`src/rtl/rom_stream_pkg.sv`:
```
// Shared definitions for the burst-read lookup memory: FSM state encodings and
// the formula that sets the initial memory contents.
package rom_stream_pkg;

    localparam logic [0:0] ST_IDLE   = 1'b0;
    localparam logic [0:0] ST_STREAM = 1'b1;

    // Returns (base + idx*stride) mod 2**width; values wrap at the word width.
    function automatic int unsigned init_word(
        input int unsigned base,
        input int unsigned stride,
        input int unsigned idx,
        input int unsigned width
    );
        int unsigned mask;
        mask = (width >= 32) ? 32'hFFFF_FFFF : ((32'd1 << width) - 32'd1);
        return (base + idx * stride) & mask;
    endfunction

endpackage

```
`src/rtl/rom_array.sv`:
```
// Writable lookup storage with one write port and one registered, enabled read port.
// Contents start from the package init formula; reset clears only the read register.
module rom_array
    import rom_stream_pkg::*;
#(
    parameter int unsigned DATA_W      = 4,
    parameter int unsigned ADDR_W      = 3,
    parameter int unsigned INIT_BASE   = 0,
    parameter int unsigned INIT_STRIDE = 2
) (
    input  logic              clk,
    input  logic              rst_n,
    input  logic              wr_en,
    input  logic [ADDR_W-1:0] wr_addr,
    input  logic [DATA_W-1:0] wr_data,
    input  logic              rd_en,
    input  logic [ADDR_W-1:0] rd_addr,
    output logic [DATA_W-1:0] rd_data
);

    localparam int unsigned DEPTH = 1 << ADDR_W;

    typedef logic [DATA_W-1:0] mem_t [DEPTH];

    function automatic mem_t init_mem();
        mem_t m;
        for (int unsigned i = 0; i < DEPTH; i++) begin
            m[i[ADDR_W-1:0]] = DATA_W'(init_word(INIT_BASE, INIT_STRIDE, i, DATA_W));
        end
        return m;
    endfunction

    logic [DATA_W-1:0] r_mem [DEPTH] = init_mem();
    logic [DATA_W-1:0] r_rd_data;

    always_ff @(posedge clk) begin
        if (wr_en) begin
            r_mem[wr_addr] <= wr_data;
        end
    end

    // Non-blocking update gives read-before-write on a same-address collision.
    always_ff @(posedge clk or negedge rst_n) begin
        if (!rst_n) begin
            r_rd_data <= '0;
        end else if (rd_en) begin
            r_rd_data <= r_mem[rd_addr];
        end
    end

    assign rd_data = r_rd_data;

endmodule

```
`src/rtl/rom_burst_streamer.sv`:
```
// Burst-read sequencer over rom_array: accepts start address and length, then streams
// consecutive words (wrapping at the top) on a valid/ready channel with backpressure.
module rom_burst_streamer
    import rom_stream_pkg::*;
#(
    parameter int unsigned DATA_W      = 4,
    parameter int unsigned ADDR_W      = 3,
    parameter int unsigned INIT_BASE   = 0,
    parameter int unsigned INIT_STRIDE = 2
) (
    input  logic              clk,
    input  logic              rst_n,
    input  logic              cmd_valid,
    output logic              cmd_ready,
    input  logic [ADDR_W-1:0] cmd_addr,
    input  logic [ADDR_W:0]   cmd_len,
    output logic              out_valid,
    input  logic              out_ready,
    output logic [DATA_W-1:0] out_data,
    output logic [ADDR_W-1:0] out_addr,
    output logic              out_last,
    output logic              done,
    input  logic              wr_en,
    input  logic [ADDR_W-1:0] wr_addr,
    input  logic [DATA_W-1:0] wr_data
);

    localparam logic [ADDR_W:0] LEN_MAX = {1'b1, {ADDR_W{1'b0}}};
    localparam logic [ADDR_W:0] LEN_ONE = (ADDR_W + 1)'(1);

    logic [0:0]        r_state;
    logic [ADDR_W-1:0] r_cur_addr;
    logic [ADDR_W:0]   r_remaining;
    logic              r_out_valid;
    logic [ADDR_W-1:0] r_out_addr;
    logic              r_out_last;
    logic              r_done;

    logic [ADDR_W:0]   w_len_sat;
    logic              w_hs;
    logic              w_fetch;
    logic [DATA_W-1:0] w_rd_data;

    assign w_len_sat = (cmd_len > LEN_MAX) ? LEN_MAX : cmd_len;
    assign w_hs      = r_out_valid && out_ready;
    assign w_fetch   = (r_state == ST_STREAM) && (r_remaining != '0) &&
                       (!r_out_valid || out_ready);

    rom_array #(
        .DATA_W      (DATA_W),
        .ADDR_W      (ADDR_W),
        .INIT_BASE   (INIT_BASE),
        .INIT_STRIDE (INIT_STRIDE)
    ) u_rom_array (
        .clk     (clk),
        .rst_n   (rst_n),
        .wr_en   (wr_en),
        .wr_addr (wr_addr),
        .wr_data (wr_data),
        .rd_en   (w_fetch),
        .rd_addr (r_cur_addr),
        .rd_data (w_rd_data)
    );

    always_ff @(posedge clk or negedge rst_n) begin
        if (!rst_n) begin
            r_state     <= ST_IDLE;
            r_cur_addr  <= '0;
            r_remaining <= '0;
            r_out_valid <= 1'b0;
            r_out_addr  <= '0;
            r_out_last  <= 1'b0;
            r_done      <= 1'b0;
        end else begin
            r_done <= 1'b0;
            case (r_state)
                ST_IDLE: begin
                    if (cmd_valid) begin
                        r_cur_addr  <= cmd_addr;
                        r_remaining <= w_len_sat;
                        if (w_len_sat != '0) begin
                            r_state <= ST_STREAM;
                        end else begin
                            r_done <= 1'b1;
                        end
                    end
                end
                default: begin
                    if (w_fetch) begin
                        r_out_valid <= 1'b1;
                        r_out_addr  <= r_cur_addr;
                        r_out_last  <= (r_remaining == LEN_ONE);
                        r_cur_addr  <= r_cur_addr + 1'b1;
                        r_remaining <= r_remaining - 1'b1;
                    end else if (w_hs) begin
                        r_out_valid <= 1'b0;
                    end
                    // The last beat leaves remaining at zero, so no fetch competes here.
                    if (w_hs && r_out_last) begin
                        r_state <= ST_IDLE;
                        r_done  <= 1'b1;
                    end
                end
            endcase
        end
    end

    assign cmd_ready = (r_state == ST_IDLE);
    assign out_valid = r_out_valid;
    assign out_data  = w_rd_data;
    assign out_addr  = r_out_addr;
    assign out_last  = r_out_last;
    assign done      = r_done;

endmodule
```
`config.mk`:
```
export PLATFORM = sky130hd
export DESIGN_NAME = rom_burst_streamer
export DESIGN_NICKNAME = d
export VERILOG_FILES = /design/src/rtl/rom_stream_pkg.sv /design/src/rtl/rom_array.sv /design/src/rtl/rom_burst_streamer.sv
export SDC_FILE = /design/constraint.sdc
export NUM_CORES = 1
export LEC_CHECK = 0
export BUFFER_PORTS_ARGS = -buffer_cell sky130_fd_sc_hd__clkbuf_2
export CAP_MARGIN = 25
export CORE_UTILIZATION = 42
export DETAILED_ROUTE_END_ITERATION = 6
export SLEW_MARGIN = 20
export SYNTH_ARGS = -nofsm -noshare
export SYNTH_HDL_FRONTEND = slang
export SYNTH_SLANG_ARGS = --single-unit
```
`constraint.sdc`:
```
create_clock -name clk -period 2.4 [get_ports clk]
set_clock_uncertainty 0.2 [all_clocks]
set_input_delay 0.24 -clock clk [delete_from_list [all_inputs] [get_ports clk]]
set_output_delay 0.24 -clock clk [all_outputs]
set_load 0.05 [all_outputs]
```
==> summary.md, run 1 <==
| Metric | Value |
|---|---|
| Arrival time worst endpoint | 2220 ps |
| Syn Nets | 168 |
| FF+latch count, synth | 50 |
| DR pass1 iterations | 4 |
| Hold Path Class | in2reg |
| Root Driver | clkbuf_8 |
| Clock Latency Late Sink | 300 ps |
| Die area | 0.005421 mm^2 |
| Post-synthesis cell count | 146 |
| Aggregate global-route resource usage | 16.54% |
| Dpl hpwl | 2830 um |
| H-tree levels | 2 |
| I/O pin count | 30 |
| Nets | 201 |
| CP Max Fanout | 5 |
| Die Height | 73.63 um |
| Max-slew violations | 0 |
| Port Buffers | 29 |
| Antenna cells | 0 |
| Detailed Route WL | 3809 um |
| Fin Setup TNS | 0 ps |
| RSZ-0062 raised after global routing | no |
| Largest net degree at the start of global routing | 19 |
| Chip width | 73.63 um |
| Register area share after synthesis | 65.51% |
| Max Clk Rate | 0.4539 GHz |
| Worst EP required | 2420 ps |
| Final setup violation count | 0 |
| Initial antenna violation count | 0 |
| Min Clock Period, post-route | 2203 ps |
| Vias in the first global route | 1339 |
| First-pass GRT wire length | 6354 um |
| PwrDens | 1234 mW/mm^2 |
| Switch Pwr | 0.001184 W |
| Final Hold Fails | 0 |
| Routed len/inst | around 15 um |
| CTS tree | yes |
| Sequential Power Share | 42.7% |
| CP Class | reg2reg |
| Warnings, synthesis | 0 |
| CTS Sinks | 50 |
| Avg Cell Area, Syn | 14.76 um^2 |
| Type of origin of the critical path | flop |
| Comb power frac | 38.2% |
| DRC | 0 |
| GP Congestion | between 0.8 and 0.9 |
| Most common cell after layout, fill and taps aside | edfxtp_1 |
| Synth unique cells | 33 |
| Clock group share of total power | 19.1% |
| Crit share post-route | approximately nine tenths |
| Relative slew margins | 53.81% |
| Setup Buffers After CTS | 0 |
| Placed Area | 0.002356 mm^2 |
| Routed Antenna Nets | 0 |
| Number of vias per cell | about 5.2 |
| Internal | 0.001899 W |
| Share of layout cells above drive strength 1 | 30.00% |
| Measured slew at the worst slew-check pin | 687.6 ps |
| VDD IR max | 434.9 uV |
| Most frequent cells in the layout | edfxtp_1 (32), clkbuf_2 (29), dfrtp_1 (18) |
| CTS max path bufs | 2 |
| Status | finished clean |
| Max-Cap Viols | 0 |
| Routed via count | 1292 |
| Core area | about 0.0048 mm^2 |
| Inserted Clock Buffers | 5 |
| Syn-to-layout area delta | 15.97% |
| Clock Pin Slew Worst Setup and Hold Paths | 90 ps |
| GRT overflow | 0 |
| Leakage | 0.9732 nW |
| Netlist Area Pre-Place | 0.002155 mm^2 |
| Sw frac | roughly two fifths |
| Rows | 25 |
| Post-Layout Inst Area | roughly 0.0025 mm^2 |
| First DRT Iteration DRCs | 49 |
| Initial Util | 44.73% |
| Critical Path Sink Type | flop |
[worst max-delay path, cell delays in order, from the launching register on]
cell      delay [ps]
dfrtp_1          390
inv_1            130
ha_1             200
or3b_4           420
a31oi_1          430
a211oi_1         140
a221oi_2         200
[power by group through the flow]
stage	sequential, W	clock [W]	combinational, W
floorplan	0.00145	0	0.000812
global placement	0.00133	0	0.00117
detailed placement	0.00134	0	0.00119
CTS	0.00132	0.000606	0.00119
global route	0.00136	0.000648	0.00128
finish	0.00132	0.000589	0.00118
[final timing paths]
path / slack, ps / depth (start not counted) / endpoint / from
max reg2reg: 200 / 6 / r_remaining[1] / r_remaining[1]
min: 10 / 1 / u_rom_array.r_mem[7][1] / wr_data[1]
min in group asynchronous: 200 / 2 / r_cur_addr[2] / rst_n
max in group asynchronous: 1490 / 2 / r_cur_addr[0] / rst_n
min reg2reg: 290 / 2 / u_rom_array.rd_data[2] / u_rom_array.rd_data[2]
max: 200 / 6 / r_remaining[1] / r_remaining[1]
[logic make-up after synthesis]
| logic type | synth area share [%] |
|---|---|
| adder cells (fa/ha/maj) | 1.742 |
| XOR/XNOR | 0.8132 |
| multiplexers | 12.95 |
| flip-flops | 65.51 |
| AO/OA/AOI/OAI | 7.259 |
| AND/OR/NAND/NOR | 9.059 |
| buffers and inverters | 2.671 |
[state kept, by name, summed over array words and instances, names as in the netlist]
register and count:
r_cur_addr 3, done 1, r_state 1, out_last 1, u_rom_array.rd_data 4, r_remaining 4, out_valid 1, u_rom_array.r_mem 32
out_addr 3
[metal layers]
metal  track usage [%]  share of wire (%)  vias up
met5                 0                  0        -
met1             18.63                 42      631
li1                  -                  -      622
met3             3.292                3.9        6
met2             30.17                 53       33
met4             7.265                1.3        0
[cell type report]
cell class	instances	area, um^2
clock inverters	3	43.79
fillers	452	2318
inverters	6	22.52
multi-input cells	83	685.7
clock buffers	5	68.82
flip-flops and latches	50	1411
repair buffers	33	182.7
well taps	67	83.83
[cells in the mapped netlist (all sizes together)]
library cell   n  area (um^2)
edfxtp        32        960.9
dfrtp         18        450.4
nand2         12        45.04
nor2           9        33.78
mux4           8        180.2
o21ai          7        35.03
inv            6        22.52
clkbuf         5        18.77
mux2i          5        50.05
nand2b         5        31.28
nand3          5        25.02
mux2           4        48.79
a221oi         3        32.53
a31oi          3        18.77
ha             3        37.54
nor3           3        15.01
a21oi          2        10.01
and3           2        17.52
buf            2        16.26
o32ai          2        17.52
xnor2          2        17.52
a211oi         1        7.510
a22o           1        10.01
nand4b         1        8.760
o211ai         1        7.510
o2bb2ai        1        8.760
o311ai         1        8.760
or3b           1        11.26
or4            1        7.510
[timing repair]
item | CTS | global route
gates resized for setup | 0 | 0
hold endpoints to repair | 20 | 0
hold buffers | 3 | 0
[metrics by stage]
stage	util, %	cells	total power [W]	setup WS [ps]	hold WS [ps]
after floorplan	-	146	0.002265	281.9	-255.6
after global placement	48.91	236	0.002499	307.7	3.929
after detailed placement	48.91	236	0.002532	213.8	13.00
after CTS	51.87	247	0.003125	206.5	4.819
after global routing	51.87	247	0.003284	48.11	5.551
final	51.87	247	0.003083	196.8	14.94
Power figures use the tool's default switching activity.
==> run 2: changes to the inputs <==
==> constraint.sdc (replaced) <==
create_clock -name clk -period 2.05 [get_ports clk]
set_clock_uncertainty 0.2 [all_clocks]
set_input_delay 0.205 -clock clk [delete_from_list [all_inputs] [get_ports clk]]
set_output_delay 0.205 -clock clk [all_outputs]
set_load 0.05 [all_outputs]
==> run 2 against run 1 <==
- combinational power is 36% higher
- highest routed layer unchanged
- core utilization rose by 2.5 points
- largest cell class unchanged
- die area stayed put
==> summary.md, run 2 (synthesis results as in run 1) <==
| Metric | Value |
|---|---|
| Measured slew at the worst slew-check pin | 590.1 ps (-97.54 ps) |
| Min Clock Period, post-route | 2033 ps (-170.0 ps) |
| Root Driver | clkbuf_8 |
| VDD IR max | 495.9 uV (+14%) |
| Type of origin of the critical path | flop |
| PwrDens | 1403 mW/mm^2 (+14%) |
| H-tree levels | 2 (unchanged) |
| Clock Pin Slew Worst Setup and Hold Paths | 90 ps (about the same) |
| Relative slew margins | 60.36% (+6.6 points) |
| Vias in the first global route | 1390 (+3.8%) |
| Aggregate global-route resource usage | 17.51% (+0.97 points) |
| Placed Area | 0.002411 mm^2 (+2.3%) |
| Final setup violation count | 0 (unchanged) |
| Die Height | 73.63 um (unchanged) |
| Core area | 0.004817 mm^2 (unchanged) |
| Most common cell after layout, fill and taps aside | edfxtp_1 |
| R2R setup slack | 20 ps (-180 ps) |
| Cell Chain, Critical Path | inv_2, ha_4, or3b_4, and3_4, mux2_4, a221oi_2 |
| GRT overflow | 0 (unchanged) |
| Initial antenna violation count | 0 (unchanged) |
| Routed via count | 1359 (+5.2%) |
| Inserted Clock Buffers | 5 (unchanged) |
| Worst EP required | 2060 ps (-360 ps) |
| Final core utilization | 54.39% (+2.5 points) |
| Max-Cap Viols | 0 (unchanged) |
| Leakage | 1.033 nW (+6.1%) |
| Nets | 216 (+7.5%) |
| Largest register FFs | 32 (unchanged) |
| DR pass1 iterations | 4 (unchanged) |
| CTS tree | yes |
| CTS Sinks | 50 (unchanged) |
| Largest reg by FF count | u_rom_array.r_mem |
| Critical Path Sink Type | flop |
| Crit share post-route | 99.18% (+7.4 points) |
| CP Class | reg2reg |
| Clock Latency Late Sink | 290 ps (about the same) |
| Detailed Route WL | 4149 um (+8.9%) |
| Die area | 0.005421 mm^2 (unchanged) |
| CP Max Fanout | 4 (-1) |
| Status | finished clean |
| DRC | 0 (unchanged) |
| Slowest Stage Delay on Critical Path | 400 ps (-30 ps) |
| Dpl hpwl | 2977 um (+5.2%) |
| Rows | 25 (unchanged) |
| Share of layout cells above drive strength 1 | 34.87% (+4.9 points) |
| Syn-to-layout area delta | 21.60% |
| Largest net degree at the start of global routing | 19 (unchanged) |
| Number of vias per cell | 5.187 (-0.84%) |
| Initial Util | 44.73% (unchanged) |
| Final Hold Fails | 0 (unchanged) |
| First-pass GRT wire length | 6796 um (+7.0%) |
| Antenna cells | 0 (unchanged) |
| Routed Antenna Nets | 0 (unchanged) |
| Chip width | 73.63 um (unchanged) |
| First DRT Iteration DRCs | 100 (+100%) |
| Power, Total | 0.003675 W (+19%) |
| Most frequent cells in the layout | edfxtp_1 (32), clkbuf_2 (29), dfrtp_1 (18) |
| I/O pin count | 30 (unchanged) |
| Critical-path cell with the highest stage delay | or3b_4 |
| Max-slew violations | 0 (unchanged) |
| Post-Layout Inst Area | 0.002620 mm^2 (+4.9%) |
| Hold Path Class | in2reg |
| Max Clk Rate | 0.4918 GHz (+8.4%) |
| RSZ-0062 raised after global routing | yes |
| GP Congestion | 0.7972 (-5.2%) |
| Worst Hold Slack | 7.357 ps (-7.585 ps) |
| Port Buffers | 29 (unchanged) |
| Arrival time worst endpoint | 2040 ps (-180 ps) |
| CTS max path bufs | 2 (unchanged) |
| Routed len/inst | 15.84 um (+2.7%) |
| Fin Setup TNS | 0 ps (unchanged) |
run 2: path summary, 6_finish.rpt:
check,start,to,cells past startpoint
max,r_remaining[0],r_remaining[1],6
min,wr_data[1],u_rom_array.r_mem[1][1],1
max reg2reg,r_remaining[0],r_remaining[1],6
min reg2reg,u_rom_array.rd_data[3],u_rom_array.rd_data[3],2
max in group asynchronous,rst_n,r_remaining[1],2
min in group asynchronous,rst_n,out_addr[2],2
run 2: metrics by stage:
step                instances  setup WS, ps
global placement          243         26.03
CTS                       260         10.12
global route              262        -62.30
detailed placement        243        -17.00
floorplan                 146        -62.27
finish                    262         16.74
run 2: layout make-up:
class	instances	area, um^2
Clock inverter	3	16.27
Clock buffer	5	68.82
Fill cell	419	2197
Sequential cell	50	1411
Timing Repair Buffer	48	305.3
Multi-Input combinational cell	83	711.9
Inverter	6	22.52
Tap cell	67	83.83
run 2: critical path, delay by kind of cell, from the launching register on:
| family | cells | cell delay, ps |
|---|---|---|
| AO/OA/AOI/OAI | 1 | 220 |
| adder cells (fa/ha/maj) | 1 | 130 |
| buffers and inverters | 1 | 80 |
| flip-flops | 1 | 390 |
| multiplexers | 1 | 300 |
| AND/OR/NAND/NOR | 2 | 620 |
run 2: power breakdown:
group / internal, W / switching (W) / leakage (nW) / total (W)
clock: 0.000234 / 0.000305 / 0.0432 / 0.000539
combinational: 0.000734 / 0.000880 / 0.481 / 0.00161
sequential: 0.00127 / 0.000253 / 0.508 / 0.00152
total: 0.00224 / 0.00144 / 1.03 / 0.00368
run 2: layer usage:
metal,wire length [um],track usage (%)
met1,1737,20.81
met2,2146,30.89
met3,198,4.252
met4,67,6.197
met5,0,0
run 2: timing repair:
item / in CTS / in global routing
setup buffers: 4 / 0
endpoints found under the hold margin: 29 / 2
pin swaps: 1 / 1
setup endpoints to repair: 1 / 7
hold buffers: 5 / 2
gates resized for setup: 0 / 4
